$ cat src/rtl/mem_wb_stage.sv
// MEM stage: data-memory req/ack access with timeout, branch resolution, stall/flush and MEM/WB register.
// Optional MEM_STAT_EN adds Stat_Accesses / Stat_StallCycles counters.
module mem_wb_stage #(
    parameter int unsigned ACK_TIMEOUT = 16,
    parameter int unsigned TO_W        = 8
) (
    input  logic        Clk,
    input  logic        Reset,
    input  logic        MEM_MemWre,
    input  logic        MEM_MemRead,
    input  logic [1:0]  MEM_BranchType,
    input  logic [1:0]  MEM_DBDataSrc,
    input  logic        MEM_RegWre,
    input  logic [31:0] MEM_PCadd4,
    input  logic [31:0] MEM_BranchPC,
    input  logic        MEM_Zero,
    input  logic        MEM_Sign,
    input  logic [31:0] MEM_DataIn,
    input  logic [31:0] MEM_ALUResult,
    input  logic [4:0]  MEM_WriteReg,
    output logic        DM_Req,
    output logic        DM_We,
    output logic [31:0] DM_Addr,
    output logic [31:0] DM_WData,
    input  logic [31:0] DM_RData,
    input  logic        DM_Ack,
    output logic        Pipe_Stall,
    output logic        Branch_Taken,
    output logic [31:0] Branch_Target,
    output logic        Flush,
    output logic        Mem_Fault,
    output logic        WB_RegWre,
    output logic [4:0]  WB_WriteReg,
    output logic [31:0] WB_WriteData
`ifdef MEM_STAT_EN
    ,
    output logic [31:0] Stat_Accesses,
    output logic [31:0] Stat_StallCycles
`endif
);

    typedef enum logic {S_IDLE, S_WAIT} state_t;

    localparam logic [TO_W-1:0] TIMEOUT_VAL = TO_W'(ACK_TIMEOUT);

    state_t          state, state_next;
    logic [TO_W-1:0] cnt, cnt_next;
    logic            mem_op, misaligned, access;
    logic            timeout_now, ack_ok;
    logic [31:0]     mem_data, wb_data;

    assign mem_op     = MEM_MemRead | MEM_MemWre;
    assign misaligned = mem_op & (MEM_ALUResult[1:0] != 2'b00);
    assign access     = mem_op & ~misaligned;

    assign timeout_now = (state == S_WAIT) & (cnt == TIMEOUT_VAL) & ~DM_Ack;
    assign ack_ok      = access & DM_Ack;

    // Reset gates the request and stall combinationally so they drop the moment reset asserts.
    assign DM_Req     = Reset & access;
    assign DM_We      = MEM_MemWre;
    assign DM_Addr    = MEM_ALUResult;
    assign DM_WData   = MEM_DataIn;
    assign Pipe_Stall = Reset & access & ~DM_Ack & ~timeout_now;

    always_comb begin
        Branch_Taken = 1'b0;
        case (MEM_BranchType)
            2'b01:   Branch_Taken = MEM_Zero;
            2'b10:   Branch_Taken = ~MEM_Zero;
            2'b11:   Branch_Taken = MEM_Sign;
            default: Branch_Taken = 1'b0;
        endcase
    end

    assign Branch_Target = MEM_BranchPC;
    assign Flush         = Branch_Taken & ~Pipe_Stall;

    always_ff @(posedge Clk or negedge Reset) begin
        if (!Reset) begin
            state <= S_IDLE;
            cnt   <= '0;
        end else begin
            state <= state_next;
            cnt   <= cnt_next;
        end
    end

    always_comb begin
        state_next = state;
        cnt_next   = cnt;
        case (state)
            S_IDLE: begin
                if (access && !DM_Ack) begin
                    state_next = S_WAIT;
                    cnt_next   = TO_W'(1);
                end
            end
            S_WAIT: begin
                if (DM_Ack || timeout_now || !access) begin
                    state_next = S_IDLE;
                    cnt_next   = '0;
                end else begin
                    cnt_next = cnt + TO_W'(1);
                end
            end
            default: begin
                state_next = S_IDLE;
                cnt_next   = '0;
            end
        endcase
    end

    // Read data only counts when an issued request is acknowledged; aborts and misaligned loads yield 0.
    assign mem_data = ack_ok ? DM_RData : '0;

    always_comb begin
        wb_data = '0;
        case (MEM_DBDataSrc)
            2'b00:   wb_data = MEM_ALUResult;
            2'b01:   wb_data = mem_data;
            2'b10:   wb_data = MEM_PCadd4;
            default: wb_data = '0;
        endcase
    end

    always_ff @(posedge Clk or negedge Reset) begin
        if (!Reset) begin
            Mem_Fault <= 1'b0;
        end else if (misaligned || timeout_now) begin
            Mem_Fault <= 1'b1;
        end
    end

    always_ff @(posedge Clk or negedge Reset) begin
        if (!Reset) begin
            WB_RegWre    <= 1'b0;
            WB_WriteReg  <= '0;
            WB_WriteData <= '0;
        end else if (Pipe_Stall) begin
            WB_RegWre <= 1'b0;
        end else begin
            WB_RegWre    <= MEM_RegWre;
            WB_WriteReg  <= MEM_WriteReg;
            WB_WriteData <= wb_data;
        end
    end

`ifdef MEM_STAT_EN
    always_ff @(posedge Clk or negedge Reset) begin
        if (!Reset) begin
            Stat_Accesses    <= '0;
            Stat_StallCycles <= '0;
        end else begin
            if (ack_ok || timeout_now)
                Stat_Accesses <= Stat_Accesses + 32'd1;
            if (Pipe_Stall)
                Stat_StallCycles <= Stat_StallCycles + 32'd1;
        end
    end
`endif

endmodule

$ cat config.mk
export PLATFORM = sky130hd
export DESIGN_NAME = mem_wb_stage
export DESIGN_NICKNAME = d
export VERILOG_FILES = /design/src/rtl/mem_wb_stage.sv
export SDC_FILE = /design/constraint.sdc
export NUM_CORES = 1
export LEC_CHECK = 0
export CORE_AREA = 4 4 122 124
export CTS_CLUSTER_SIZE = 28
export DETAILED_ROUTE_END_ITERATION = 7
export DIE_AREA = 0 0 126 128
export PLACE_DENSITY_LB_ADDON = 0.3
export SETUP_SLACK_MARGIN = 0.2
export SYNTH_ARGS = -nofsm -noshare
export SYNTH_HDL_FRONTEND = slang
export SYNTH_SLANG_ARGS = --single-unit
$ cat constraint.sdc
create_clock -name Clk -period 1.7 [get_ports Clk]
set_input_delay 0.255 -clock Clk [delete_from_list [all_inputs] [get_ports Clk]]
set_output_delay 0.255 -clock Clk [all_outputs]
set_load 0.02 [all_outputs]
Yosys cells after proc, flatten, opt, wreduce, memory -nomap -nowiden --
Index checks and enable logic that the tools add are counted.
Storage, ports and cells: logic and storage cells 48, output and inout bits 140, input bits 177, register bits after elaboration 48
Operators by class: muxes and demuxes 10, $add $sub $neg 1, reductions and logical operators 8, bitwise gates (word level) 16, equality and inequality tests 7
Operator list (number):
- 32-bit case mux with 3 select lines | 1
- 32-bit 2-to-1 mux | 1
- 8-bit 2-to-1 mux | 2
- 8-bit case mux with 2 select lines | 1
- 1-bit bitwise AND | 9
- 8-bit by 1-bit adder with 8-bit output, second input constant | 1
- 8-bit by 5-bit == test with 1-bit output, second input constant | 1
- 2-bit == test, second input constant | 3
- 1-bit inverter | 6
- 2-bit by 1-bit == test with 1-bit output, second input constant | 2
- 1-bit logical OR | 3
- 1-bit 2-to-1 mux | 3
- 1-bit case mux with 3 select lines | 1
- 1-bit logical NOT | 2
- 2-bit logical NOT | 1
- 2-bit inequality test, second input constant | 1
- 1-bit case mux with 2 select lines | 1
- 2-bit nonzero test | 1
- 1-bit logical AND | 1
- 1-bit OR | 1

Depth between registers and ports, before layout --
Gate-level depths: netlist of the first run.
word-level depth 9, depth in mapped cells 9, depth with buffers taken out 6

Worst setup path after synthesis of the first run --
Ideal clock, no wire load.
path type reg2out, start register cnt[0], end output port Flush, path slack -223 ps, path buffers 2, arrival 1668 ps, cell stages (with the launch flop) 9, required time 1445 ps, cells stage by stage dfrtp_1 -> inv_1 -> ha_1 -> and4bb_1 -> nand4_1 -> and3_1 -> buf_6 -> buf_6 -> nor2b_1
On the way: cells in the longest elaborated chain, start to end 7
Ends and longest elaborated chain:
- from (decl) | line 47 | logic [TO_W-1:0] cnt, cnt_next;
- from (signal assigned) | line 85 | cnt <= cnt_next;
- 8-bit by 5-bit == test with 1-bit output | line 56 | assign timeout_now = (state == S_WAIT) & (cnt == TIMEOUT_VAL) & ~DM_Ack;
- 1-bit bitwise AND (2 in a row) | line 56
- 1-bit inverter | line 64 | assign Pipe_Stall = Reset & access & ~DM_Ack & ~timeout_now;
- 1-bit bitwise AND | line 64
- 1-bit inverter | line 77 | assign Flush = Branch_Taken & ~Pipe_Stall;
- 1-bit bitwise AND | line 77
- to (decl) | line 30 | output logic Flush,
Every way passes these cells.

Final worst setup path of the first run --
start register cnt[1], end output port Pipe_Stall
On the way: cells in the longest elaborated chain, start to end 5
Ends and longest elaborated chain:
- 8-bit by 5-bit == test with 1-bit output | line 56
- 1-bit bitwise AND (2 in a row) | line 56
- 1-bit inverter | line 64
- 1-bit bitwise AND | line 64
- to (decl) | line 27 | output logic Pipe_Stall,
Every way passes these cells.

==> run summary, run 1 <==
post-DR vias/cell: 4.63
Root Buffer: clkbuf_16
GP Congestion: 0.815
CP top delay family: simple AND/OR/NAND/NOR gates
CTS tree: yes
Worst Skew: 0.00732 ns
register area: 0.00120 mm2
drt drc: 0
io pins: 317
placement row count: 43
Final period util: 113%
Tightest Hold Check Type: input pin to asynchronous set/reset pin
post-synth top area cell: dfrtp_1
final setup TNS: -6.00 ns
worst skew pair latency: 0.29 ns
# fillers: 1422
Mapped Area: 0.00339 mm2
Ant. Diodes: 0
Routed WL per cell: 21.2 um
yosys warns: 0
Final Hold Vio Count: 0
Longest Clk Path Bufs: 2
max_cap viols: 0
CP Capture Type: output pin
fin cells: 666
via count: 3084
Core Util, Final: 39.5%
syn_area_per_cell: 9.43 um2
measured slew at the worst slew-check pin: 0.370 ns
failing checks: setup timing
status: finished with violations
Port-buffer cells: 188
pre-CTS setup slack: -0.452 ns
Most Frequent Cell on Critical Path: buf_12
Sink Count: 48
Reg clk slew, reported paths: 0.07 ns
largest net degree at the start of global routing: 28
Worst Path Buf+Inv: 3
area of the multi-input gates: 0.00155 mm2
post-DP HPWL: 11200 um
final design instance area without fill: 0.00545 mm2
share of cells above drive strength 1: 22.6%
WP depth: 7
R2R Setup Slk: -0.18 ns
static leakage: 0.00249 uW
Synth Instances: 359
critical path arrival: 1.67 ns
top-area cell type share of the netlist area: 35.5%
worst ir drop on vdd: 506 uV
Worst setup SP type: flop
dpl cells: 649
unrepaired setup endpoints after global routing: yes
Finish-stage setup viols: 39
Worst Setup Path Type: flop to output pin
H-tree depth: 2
Starting Density: 24.6%
FF-to-FF path depth: 9
number of global-route vias before repair: 3186
Max Freq: 519 MHz
Synth async-reset ratio: 100%
slowest CP cell: dfrtp_1
Num CTS Buffers: 5
CTS Hold Buffers Added: 0
critical-path cell list: inv_2 -> ha_4 -> and4bb_1 -> nand4_1 -> and3_4 -> buf_12 -> buf_12
Die Span X: 126 um
register area share after synthesis: 35.5%
CP max stage delay: 0.39 ns
Layout Nets: 664
worst endpoint required time: 1.44 ns
#FFs+latches synth: 48
Top FF cell, synth: dfrtp_1
setup ws final: -0.226 ns
post-route minimum period: 1.93 ns
Syn-to-layout area delta: 60.9%
Die Y-Extent: 128 um
First DRT Iteration DRCs: 188
grt ovf: 0
global-route wire length before repair: 19700 um
Placed Area: 0.00501 mm2
post-synthesis net count: 538
total wire length: 14100 um
pwr/cell area: 627 mW/mm2
GRT Total Usage: 15.7%
post-synth cell types: 34
Initial DRT Pass Iterations: 6
Die Area: 0.0161 mm2
antenna viol nets, final: 0
Crit Reg-Reg Endpoint: WB_WriteData[31]
antenna violations before repair: 0
top cells by area, synth: dfrtp_1, buf_4, mux2i_1
area of the core: 0.0138 mm2
Slew HR: 75.3%
FF-to-FF Start: cnt[1]
Post-synth EDFFs: 0
Slew Limit Fails: 0
Worst Path Max Fanout: 3
==> metrics by stage <==
stage                     hold slack (ns)  total power, uW
after CTS                          0.0227             3420
after global routing               0.0437             3580
after global placement              0.328             2320
after detailed placement            0.331             2330
after floorplan                   -0.0406             1930
final                              0.0148             3420
==> layer usage <==
layer	track usage, %	vias to the layer above	share of wire (%)
met3	7.21	23	11
met5	0	-	0
met2	28.3	183	52
met4	3.60	0	1.4
met1	17.0	1450	36
li1	-	1428	-
==> area by class of cell <==
cell class	count	area share (%)
clock buffers	6	2.37
clock inverters	2	0.643
inverters	5	0.345
multi-input cells	186	28.5
flip-flops and latches	48	22.1
well taps	180	4.14
repair buffers	239	42.0
==> worst max path at each step <==
stage / startpoint / to
final: cnt[1] / Pipe_Stall
after global routing: cnt[1] / Pipe_Stall
after CTS: cnt[0] / Pipe_Stall
after detailed placement: MEM_ALUResult[0] / Flush
after global placement: MEM_ALUResult[0] / Flush
after floorplan: cnt[0] / Flush
==> flip-flops by register name (all words and copies together) (netlist names) <==
signal,cells
cnt,8
Mem_Fault,1
state,1
WB_WriteReg,5
WB_WriteData,32
WB_RegWre,1
==> cell usage after synthesis, types with 2 or more instances <==
cell type	count
mux2_4	2
ha_1	2
mux2i_1	33
nand4_1	4
and3_1	3
buf_6	5
dfrtp_1	48
a31oi_1	5
inv_1	5
o2bb2ai_1	34
nand3_1	4
a41oi_1	3
o21ai_0	2
clkbuf_1	11
a21oi_1	33
mux2_2	3
nor2b_1	2
buf_4	97
nand2_1	3
nor2_1	40
buf_2	7
==> worst register-to-register path, cell delays in order (launching register included) <==
cell and delay [ns]:
dfrtp_1 0.39, inv_2 0.09, ha_4 0.13, and4bb_1 0.19, nand4_1 0.12, buf_4 0.17
buf_6 0.11, a32o_2 0.27, buf_12 0.17, o2bb2ai_1 0.17
==> layout by cell type, fill, tap and decap left out, types with 3 or more instances in the layout <==
master,netlist,routed
a21oi_1,33,33
a31oi_1,5,5
a41oi_2,0,3
buf_12,0,6
buf_4,97,41
buf_6,5,8
clkbuf_16,0,6
clkdlybuf4s50_1,0,106
dfrtp_1,48,48
dlygate4sd2_1,0,71
dlymetal6s2s_1,0,4
inv_1,5,3
mux2_2,3,3
mux2i_1,33,33
nand2_1,3,3
nand3_1,4,3
nand4_1,4,4
nor2_1,40,38
o2bb2ai_1,34,12
o2bb2ai_2,0,20
==> what timing repair did <==
action / 4_1_cts / 5_1_grt
gates cloned: 0 / 2
setup endpoints to repair: 117 / 52
pin swaps: 2 / 5
gates resized for setup: 99 / 43
setup buffers: 4 / 3
==> report_power, final <==
part	switching (uW)	leakage (uW)	internal (uW)	total, uW
Clock	424	0.0000808	692	1120
Combinational	495	0.00178	541	1040
Sequential	49.1	0.000622	1220	1260
==> kinds of logic (layout without fill, tap and decap cells) <==
logic type | after synthesis | count (layout) | synth area share, %
AO/OA/AOI/OAI | 80 | 80 | 16.4
XOR/XNOR | 2 | 2 | 0.517
adder cells (fa/ha/maj) | 2 | 2 | 0.739
buffers and inverters | 125 | 252 | 26.0
flip-flops | 48 | 48 | 35.5
multiplexers | 38 | 38 | 11.6
AND/OR/NAND/NOR | 64 | 64 | 9.24
(Power assumes the default switching activity.)
==> inputs of run 2 (changes only) <==
--- a/config.mk
+++ b/config.mk
@@ -11,6 +11,7 @@
 export DIE_AREA = 0 0 126 128
 export PLACE_DENSITY_LB_ADDON = 0.3
 export SETUP_SLACK_MARGIN = 0.2
+export SLEW_MARGIN = 0
 export SYNTH_ARGS = -nofsm -noshare
 export SYNTH_HDL_FRONTEND = slang
 export SYNTH_SLANG_ARGS = --single-unit
==> results of run 2 <==
The final DEF is identical to that of run 1; final timing and power are the same.
==> inputs of run 3 (changes only) <==
--- a/config.mk
+++ b/config.mk
@@ -5,6 +5,7 @@
 export SDC_FILE = /design/constraint.sdc
 export NUM_CORES = 1
 export LEC_CHECK = 0
+export CAP_MARGIN = 20
 export CORE_AREA = 4 4 122 124
 export CTS_CLUSTER_SIZE = 28
 export DETAILED_ROUTE_END_ITERATION = 7
==> results of run 3 <==
The final DEF is identical to that of run 1; final timing and power are the same.
